**config.mk**
```make
export PLATFORM = sky130hd
export DESIGN_NAME = hazard_controller
export DESIGN_NICKNAME = d
export VERILOG_FILES = /design/src/rtl/hazard_controller.sv
export SDC_FILE = /design/constraint.sdc
export NUM_CORES = 1
export LEC_CHECK = 0
export BUFFER_PORTS_ARGS = -buffer_cell sky130_fd_sc_hd__buf_4
export CORE_MARGIN = 1
export CORE_UTILIZATION = 49
export CTS_CLUSTER_SIZE = 24
export DETAILED_ROUTE_END_ITERATION = 8
export PLACE_DENSITY_LB_ADDON = 0.3
export RECOVER_POWER = 100
export SYNTH_ARGS = -nofsm -noshare
export SYNTH_HDL_FRONTEND = slang
export SYNTH_SLANG_ARGS = --single-unit
```
**constraint.sdc**
```tcl
create_clock -name clk -period 2.4 [get_ports clk]
set_input_delay 0.48 -clock clk [delete_from_list [all_inputs] [get_ports clk]]
set_output_delay 0.48 -clock clk [all_outputs]
set_load 0.05 [all_outputs]
```
**src/rtl/hazard_controller.sv**
```systemverilog
// Pipeline hazard and sequencing controller: stalls, bubbles,
// EX forwarding selects, drain/halt FSM and saturating event counters.
module hazard_controller #(
   parameter int CNT_W        = 16,
   parameter int DRAIN_CYCLES = 3
) (
   input  logic             clk,
   input  logic             rst,
   input  logic [2:0]       id_rs,
   input  logic [2:0]       id_rt,
   input  logic             id_uses_rs,
   input  logic             id_uses_rt,
   input  logic             id_redirect,
   input  logic [2:0]       ex_rs,
   input  logic [2:0]       ex_rt,
   input  logic [2:0]       ex_rd,
   input  logic             ex_reg_write,
   input  logic             ex_mem_read,
   input  logic [2:0]       mem_rd,
   input  logic             mem_reg_write,
   input  logic [2:0]       wb_rd,
   input  logic             wb_reg_write,
   input  logic             mem_redirect,
   input  logic             stack_overflow,
   input  logic             halt_req,
   input  logic             resume,
   output logic             pc_write,
   output logic             ifid_write,
   output logic             ifid_flush,
   output logic             idex_flush,
   output logic             exmem_flush,
   output logic [1:0]       fwd_a,
   output logic [1:0]       fwd_b,
   output logic             halted,
   output logic [CNT_W-1:0] stall_count,
   output logic [CNT_W-1:0] flush_count
);

   localparam int DW = (DRAIN_CYCLES < 2) ? 1 : $clog2(DRAIN_CYCLES + 1);
   localparam logic [DW-1:0] DRAIN_LOAD = DW'(DRAIN_CYCLES);

   typedef enum logic [1:0] {
      RUN   = 2'd0,
      DRAIN = 2'd1,
      HALT  = 2'd2
   } state_t;

   state_t        state, state_n;
   logic [DW-1:0] drain_cnt, drain_cnt_n;
   logic          load_use;
   logic          rs_hit, rt_hit;
   logic          stall_ev, flush_ev;
   logic [1:0]    fwd_a_raw, fwd_b_raw;

   // EX/MEM result is younger than MEM/WB, so it wins
   function automatic logic [1:0] fwd_sel(
      input logic [2:0] src,
      input logic [2:0] m_rd,
      input logic       m_we,
      input logic [2:0] w_rd,
      input logic       w_we
   );
      logic [1:0] sel;
      sel = 2'b00;
      if (m_we && (m_rd == src))
         sel = 2'b10;
      else if (w_we && (w_rd == src))
         sel = 2'b01;
      return sel;
   endfunction

   assign fwd_a_raw = fwd_sel(ex_rs, mem_rd, mem_reg_write,
                              wb_rd, wb_reg_write);
   assign fwd_b_raw = fwd_sel(ex_rt, mem_rd, mem_reg_write,
                              wb_rd, wb_reg_write);

   assign rs_hit   = id_uses_rs && (ex_rd == id_rs);
   assign rt_hit   = id_uses_rt && (ex_rd == id_rt);
   assign load_use = ex_mem_read && ex_reg_write && (rs_hit || rt_hit);

   // Control outputs and counter events
   always_comb begin
      pc_write    = 1'b1;
      ifid_write  = 1'b1;
      ifid_flush  = 1'b0;
      idex_flush  = 1'b0;
      exmem_flush = 1'b0;
      fwd_a       = fwd_a_raw;
      fwd_b       = fwd_b_raw;
      stall_ev    = 1'b0;
      flush_ev    = 1'b0;
      unique case (state)
         RUN: begin
            if (mem_redirect) begin
               ifid_flush  = 1'b1;
               idex_flush  = 1'b1;
               exmem_flush = 1'b1;
               flush_ev    = 1'b1;
            end else if (load_use) begin
               pc_write   = 1'b0;
               ifid_write = 1'b0;
               idex_flush = 1'b1;
               stall_ev   = 1'b1;
            end else if (id_redirect) begin
               ifid_flush = 1'b1;
               flush_ev   = 1'b1;
            end
         end
         DRAIN: begin
            pc_write   = 1'b0;
            ifid_flush = 1'b1;
            // a late branch must still land so resume fetches the target
            if (mem_redirect) begin
               pc_write    = 1'b1;
               idex_flush  = 1'b1;
               exmem_flush = 1'b1;
               flush_ev    = 1'b1;
            end
         end
         HALT: begin
            pc_write    = 1'b0;
            ifid_write  = 1'b0;
            ifid_flush  = 1'b1;
            idex_flush  = 1'b1;
            exmem_flush = 1'b1;
         end
         default: begin
            pc_write    = 1'b0;
            ifid_write  = 1'b0;
            ifid_flush  = 1'b1;
            idex_flush  = 1'b1;
            exmem_flush = 1'b1;
         end
      endcase
      if (!rst) begin
         pc_write    = 1'b0;
         ifid_write  = 1'b0;
         ifid_flush  = 1'b1;
         idex_flush  = 1'b1;
         exmem_flush = 1'b1;
         fwd_a       = 2'b00;
         fwd_b       = 2'b00;
         stall_ev    = 1'b0;
         flush_ev    = 1'b0;
      end
   end

   // Next-state logic
   always_comb begin
      state_n     = state;
      drain_cnt_n = drain_cnt;
      unique case (state)
         RUN: begin
            if (stack_overflow || halt_req) begin
               state_n     = DRAIN;
               drain_cnt_n = DRAIN_LOAD;
            end
         end
         DRAIN: begin
            if (drain_cnt <= DW'(1)) begin
               state_n     = HALT;
               drain_cnt_n = '0;
            end else begin
               drain_cnt_n = drain_cnt - DW'(1);
            end
         end
         HALT: begin
            if (resume)
               state_n = RUN;
         end
         default: begin
            state_n     = RUN;
            drain_cnt_n = '0;
         end
      endcase
   end

   always_ff @(posedge clk or negedge rst) begin
      if (!rst) begin
         state     <= RUN;
         drain_cnt <= '0;
         halted    <= 1'b0;
      end else begin
         state     <= state_n;
         drain_cnt <= drain_cnt_n;
         halted    <= (state_n == HALT);
      end
   end

   always_ff @(posedge clk or negedge rst) begin
      if (!rst) begin
         stall_count <= '0;
         flush_count <= '0;
      end else begin
         if (stall_ev && (stall_count != '1))
            stall_count <= stall_count + CNT_W'(1);
         if (flush_ev && (flush_count != '1))
            flush_count <= flush_count + CNT_W'(1);
      end
   end

endmodule

```
### Yosys cells after proc, flatten, opt, wreduce, memory -nomap -nowiden

Index checks and enable logic that the tools add are counted.

* output and inout port bits: 42
* register bits: 37
* word-level logic and storage cells: 73

* reduce and logical (&&, ||, !) cells: 15
* add/sub/neg operators: 3
* equality and inequality tests: 12
* $lt $le $gt $ge: 1
* muxes and demuxes: 36
* bitwise operators: 1

Operators by type and width (count)
* adder 16 x 1 -> 16 bit, second input constant: 2
* inequality test 16 bit, second input constant: 2
* two-way mux 1 bit: 21
* equality test 3 bit: 6
* two-way mux 2 bit: 9
* one-hot mux 2 bit (3 select lines): 2
* logical AND 1 bit: 10
* one-hot mux 1 bit (2 select lines): 4
* equality test 2 bit, second input constant: 2
* equality test 2 x 1 -> 1 bit, second input constant: 1
* less-or-equal comparator 2 x 1 -> 1 bit, second input constant: 1
* logical NOT 2 bit: 1
* logical OR 1 bit: 2
* inequality test 2 bit, second input constant: 1
* AND reduction 2 bit: 1
* OR reduction 2 bit: 1
* subtractor 2 x 1 -> 2 bit, second input constant: 1
* NOT 1 bit: 1

### Longest topological paths before layout

Gate-level depths: netlist of the first run.

* word-level depth: 9
* depth in mapped cells: 7
* mapped depth without buffers: 6

### Worst setup path before layout of the first run

Ideal clock, no wire load.

* path type: input -> output
* from: input ex_rs[1]
* to: output fwd_a[0]
* stages on the path: 3
* slack: -1.280 ns
* arrival: 3.200 ns
* buffers on the path: 0
* cells stage by stage: xor2_1 > nor3_1 > a2111oi_0

* word-level cells in the longest chain between the ends: 5
* elaborated cells between the ends (all ways): 7
* classes of those cells: eq/ne: 2; mux: 3; reduce/logical: 2

Ends and longest elaborated chain
* start: declaration: line 14 `input logic [2:0] ex_rs,`
* equality test 3 bit: line 67 `else if (w_we && (w_rd == src))`
* logical AND 1 bit: line 67
* two-way mux 1 bit: line 67
* two-way mux 2 bit *: line 65 `if (m_we && (m_rd == src))`
* two-way mux 2 bit *: line 135 `if (!rst) begin`
* end: declaration: line 32 `output logic [1:0] fwd_a,`

Mark *: on every way between the ends. The rest lies on a longest branch, timed or not.

### Worst setup path after layout of the first run

* from: input ex_rd[2]
* to: output ifid_flush

* word-level cells in the longest chain between the ends: 8
* elaborated cells between the ends (all ways): 10
* classes of those cells: eq/ne: 2; mux: 4; reduce/logical: 4

Ends and longest elaborated chain
* start: declaration: line 16 `input logic [2:0] ex_rd,`
* equality test 3 bit, on equally long branches: line 77, 78
* logical AND 1 bit, on equally long branches: line 77, 78
* logical OR 1 bit *: line 79 `assign load_use = ex_mem_read && ex_reg_write && (rs_hit || rt_hit);`
* logical AND 1 bit *: line 79
* two-way mux 1 bit *: line 99 `end else if (load_use) begin`
* two-way mux 1 bit *: line 94 `if (mem_redirect) begin`
* two-way mux 1 bit *: line 92 `unique case (state)`
* two-way mux 1 bit *: line 135
* end: declaration: line 29 `output logic ifid_flush,`

Marks and branches as above.

==> results of run 1 <==
-- per-stage QoR --
stage	worst slack [ns]	cell area, sq um	instances
2_1_floorplan	0.0170	2110	212
3_3_place_gp	0.268	2770	339
3_5_place_dp	0.232	2770	339
4_1_cts	0.216	2850	347
5_1_grt	0.0824	2680	347
6_report	0.180	2680	347
-- cell usage in the layout (no fill, tap or decap), types with 6 or more instances in the layout --
cell | synthesis | final
xnor2_1 | 24 | 24
and3_1 | 11 | 11
clkbuf_1 | 3 | 42
buf_4 | 0 | 36
xor2_1 | 23 | 23
dfrtp_1 | 37 | 37
nor2_1 | 12 | 13
a21oi_1 | 7 | 7
nand4_1 | 13 | 13
inv_1 | 6 | 6
nand3_1 | 15 | 15
nor3_1 | 11 | 11
nand2_1 | 11 | 11
-- logic make-up after synthesis --
logic type	after synthesis	synth area share (%)
and+or+nand+nor	95	24.9
xor gates and xnor gates	47	19.7
DFF	37	44.2
AOI/OAI and AO/OA	17	6.16
buffers and inverters	11	2.09
muxes	3	1.79
adders and majority gates	2	1.20
-- report_power, final --
part	switching, uW	internal (uW)	total (uW)
clock network	212	201	413
registers	134	726	859
logic	520	214	735
-- worst paths after layout --
check | from | to | depth (start not counted)
worst max register to register | state[0] | stall_count[11] | 5
worst min-delay path | rst | state[0] | 1
min in group clk | stall_count[9] | stall_count[9] | 1
worst min register to register | stall_count[9] | stall_count[9] | 1
max in group asynchronous | rst | flush_count[11] | 2
worst max-delay path | ex_rd[2] | ifid_flush | 6
-- per-layer routing --
layer	vias up	routed length, um	GRT usage [%]
met4	0	42	6.38
met1	895	2030	26.7
met2	54	2310	38.9
met5	-	0	0
met3	4	249	5.41
li1	922	-	-
-- layout make-up --
type | count | area (sq um) | share of cell area, %
multi-input combinational | 164 | 1130 | 42.3
sequential | 37 | 926 | 34.6
timing repair buffer | 82 | 449 | 16.8
clock buffer | 6 | 72.6 | 2.71
tap | 50 | 62.6 | 2.34
inverter | 6 | 22.5 | 0.842
clock inverter | 2 | 10.0 | 0.374
-- state kept, by name, indices dropped and copies added, names as in the netlist --
register / flops
flush_count: 16
stall_count: 16
drain_cnt: 2
state: 2
halted: 1
-- worst register-to-register path: stages (launching register included) --
cell and delay [ns]:
dfrtp_1 0.50, or4_1 0.55, a21oi_1 0.19, clkbuf_1 0.43, nand4_1 0.18, xnor2_1 0.17
==> impl_metrics.yaml, run 1 <==
run_status:
  run_status: "finished, final reports clean"
yosys:
  synth_most_common_cell: "dfrtp_1"
  ys_seq_elements: 37
  seq_area_frac_synth_pct: 44.2
  ys.flop_type: "dfrtp_1"
  yosysTopAreaCellShare_pct: 44.2
  synthTopCellsByArea: "dfrtp_1 (44%), xnor2_1 (10%), xor2_1 (9.6%)"
  ys_types: 34
  synth_top_cell_by_area: "dfrtp_1"
  synth_area_sq_mm: 0.00209
  ys.warnings.count: 0
  synth-edff-count: 0
  syn_nets: 248
  async_flop_share_pct: 100
  synth_common_cells: "dfrtp_1 (37), xnor2_1 (24), xor2_1 (23)"
  syn_avg_cell_area_sq_um: 9.87
  syn_inst: 212
setup_path:
  timing.critical_path.buf_inv: 2
  critPathMaxStageDelay_ns: 0.30
  cpMaxStageDelayCell: "a211o_1"
  critPathLaunchType: "input pin"
  critical-path-top-delay-family: "compound AO/OA/AOI/OAI gates"
  crit_chain: "buf_4, xnor2_1, nand4_1, a21o_1, a211o_1, clkbuf_2"
  critical_path_class: "in2out"
  worst-path-max-fanout: 4
  end_kind: "output pin"
  arrival_ns: 1.74
  rrSetupSlack_ns: 0.25
  worstPathRequired_ns: 1.92
clock_network:
  cts_buffers: 5
  ctsHoldBuffers: 0
  cts.sinks: 37
  cts_resized: 0
  cts_root_buffer: "clkbuf_8"
  cts.path.max_buffers: 2
  htreeDepth: 2
  cts_tree: "yes"
  post_cts_buffers: 0
  worstSkewPairLatency_ns: 0.29
  path_clk_slew_ns: 0.07
sta:
  fmax_ghz: 0.450
  post-route-period-util_pct: 92.5
  min_period_ns: 2.22
  setup_viol: 0
  tightest_slew_ns: 0.874
  hold_viol_final: 0
  rsz0062_at_grt: "no"
  relSlewSlack_pct: 41.8
  hold_ws_ns: 0.0269
  setup_tns_ns: 0
  skew_ns: 0.00630
  drv_slew: 0
floorplan:
  core_area_sq_mm: 0.00406
  std_cell_rows: 23
  boundaryPins: 76
  die_y_um: 67.4
  die_w_um: 67.4
  start_util_pct: 51.6
  dieArea_sq_mm: 0.00454
detailed_routing:
  wl_um: 4630
  drc_errors: 0
  avgRoutedWirePerCell_um: 13.3
  vias_per_cell: 5.40
  dr_total_vias: 1875
  drtIter0Drc: 76
  ant_nets: 0
  dr.pass1.iters: 4
placement:
  dp_hpwl_um: 3650
  portBuffers: 75
  gp_congestion: 0.801
hold_path:
  hp-class: "in2async"
run:
  cap_violations: 0
final_layout:
  fill_cells: 384
  final_nets: 332
  diodes: 0
  finish.utilization_pct: 65.9
  area_delta_synth_final_pct: 27.8
  layout-drive-gt1-share_pct: 19.2
global_route:
  grt_pass1_vias: 1700
  grt_max_degree: 18
  grtUsageTotal_pct: 22.1
  grt_pass1_wl_um: 7490
  grt_antenna_before_repair: 0
  grt_overflow: 0
pwr:
  p_per_area_mw_per_mm2: 750
  leakage_uw: 0.00124
  power_uw: 2010
  ir_worst_vdd_mv: 0.670
No activity file was read; power rests on OpenSTA's default activity.
==> run 2, diff against run 1 <==
Settings changed: SETUP_SLACK_MARGIN set to 0.4.
==> impl_metrics.yaml, run 2 (same netlist as run 1, synthesis figures left out) <==
clock_network:
  htreeDepth: 2
  cts_root_buffer: "clkbuf_8"
  cts_buffers: 5
  cts.sinks: 37
  ctsHoldBuffers: 0
  cts.path.max_buffers: 2
  cts_tree: "yes"
  worstSkewPairLatency_ns: 0.28
  path_clk_slew_ns: 0.07
floorplan:
  core_area_sq_mm: 0.00406
  dieArea_sq_mm: 0.00454
  start_util_pct: 51.6
  die_y_um: 67.4
  boundaryPins: 76
  std_cell_rows: 23
  die_w_um: 67.4
placement:
  gp_congestion: 0.795
  dp_hpwl_um: 3670
  place_ws_ns: 0.231
  portBuffers: 75
setup_path:
  worst-path-max-fanout: 2
  critPathMaxStageDelay_ns: 0.48
  crit_chain: "buf_4, xor2_1, nor3_1, a21oi_2, clkbuf_1"
  critPathLaunchType: "input pin"
  worstPathRequired_ns: 1.92
  timing.critical_path.buf_inv: 2
  end_kind: "output pin"
  critical_path_class: "in2out"
  cpMaxStageDelayCell: "clkbuf_1"
  critical-path-top-delay-family: "buffers and inverters"
  arrival_ns: 1.68
final_layout:
  final_nets: 339
  area_delta_synth_final_pct: 41.1
  diodes: 0
  finish.utilization_pct: 72.8
  layout_common_cells: "buf_4 (41), clkbuf_1 (39), dfrtp_1 (29)"
  layout-drive-gt1-share_pct: 29.6
  final_common_cell: "buf_4"
  largestRegisters: "flush_count (16), stall_count (16)"
global_route:
  grt_antenna_before_repair: 0
  grt_overflow: 0
  grt_pass1_wl_um: 8090
  grt_pass1_vias: 1767
  grt_max_degree: 27
  grtUsageTotal_pct: 24.3
sta:
  drv_slew: 0
  post-route-period-util_pct: 90.1
  rsz0062_at_grt: "yes"
  fmax_ghz: 0.463
  setup_tns_ns: 0
  min_period_ns: 2.16
  tightest_slew_ns: 1.35
  relSlewSlack_pct: 10.3
  hold_viol_final: 0
  skew_ns: 0.00624
  setup_viol: 0
  setup_ws_ns: 0.239
run:
  cap_violations: 0
pwr:
  ir_worst_vdd_mv: 0.557
  p_per_area_mw_per_mm2: 741
  leakage_uw: 0.00133
hold_path:
  hp-class: "in2async"
detailed_routing:
  wl_um: 5410
  vias_per_cell: 5.53
  ant_nets: 0
  drtIter0Drc: 93
  drc_errors: 0
  avgRoutedWirePerCell_um: 15.3
  dr_total_vias: 1958
  dr.pass1.iters: 5
run_status:
  run_status: "finished, final reports clean"
-- run 2: changes by cell type in the layout (fill, tap and decap cells not counted), moves of 3 or more --
| cell | before | now |
|---|---|---|
| clkbuf_1 | 42 | 39 |
| xnor2_2 | 0 | 6 |
| xor2_1 | 23 | 20 |
| xnor2_1 | 24 | 18 |
| buf_8 | 0 | 3 |
| buf_4 | 36 | 41 |
| dfrtp_1 | 37 | 29 |
| xor2_4 | 0 | 3 |
| dfrtp_2 | 0 | 8 |
| buf_6 | 0 | 3 |
-- run 2: worst reg2reg max path, cell delays in order (launching register included) --
cell and delay (ns):
dfrtp_1 0.47, nand4_1 0.21, or4_1 0.63, nor2_1 0.34, nor3_1 0.12, xor2_1 0.15
-- run 2: per-stage QoR --
| step | cell area (sq um) | instances | hold WS, ns | total power [uW] |
|---|---|---|---|---|
| final | 2950 | 354 | 0.0514 | 2190 |
| after global placement | 2820 | 337 | 0.359 | 1710 |
| after CTS | 3060 | 351 | 0.0464 | 2220 |
| after global routing | 2950 | 354 | 0.0481 | 2300 |
| after floorplan | 2170 | 212 | 0.184 | 1440 |
| after detailed placement | 2820 | 337 | 0.360 | 1730 |
-- run 2: path summary, 6_finish.rpt --
check | start | to | slack [ns] | depth (start not counted)
worst max-delay path | mem_rd[0] | fwd_b[0] | 0.24 | 5
worst min-delay path | rst | flush_count[14] | 0.05 | 1
worst max register to register | flush_count[7] | flush_count[8] | 0.34 | 5
worst min register to register | flush_count[10] | flush_count[10] | 0.49 | 1
max in group asynchronous | rst | flush_count[0] | 0.74 | 2
min in group clk | flush_count[10] | flush_count[10] | 0.49 | 1
-- run 2: report_power, final --
part / total [uW] / leakage [uW] / internal [uW] / switching, uW
logic: 900 / 0.000811 / 302 / 598
registers: 846 / 0.000477 / 733 / 113
clock network: 441 / 0.0000455 / 234 / 207
-- run 2: per-layer routing --
layer / vias to the layer above / global-route usage, % / part of all wire [%]
met5: - / 0 / 0
met4: 0 / 5.59 / 1.6
met3: 9 / 5.57 / 5.5
met2: 77 / 44.0 / 53
met1: 936 / 29.0 / 40
li1: 936 / - / -
-- run 2: cell type report --
class | count | area [sq um]
multi-input combinational | 164 | 1290
fill | 341 | 1100
sequential | 37 | 936
timing repair buffer | 89 | 556
clock buffer | 8 | 90.1
tap | 50 | 62.6
inverter | 6 | 22.5
-- run 2: timing repair --
item | in CTS | in global routing
setup buffers | 6 | 3
gates resized for setup | 19 | 8
setup endpoints to repair | 6 | 16
pin swaps | 9 | 9
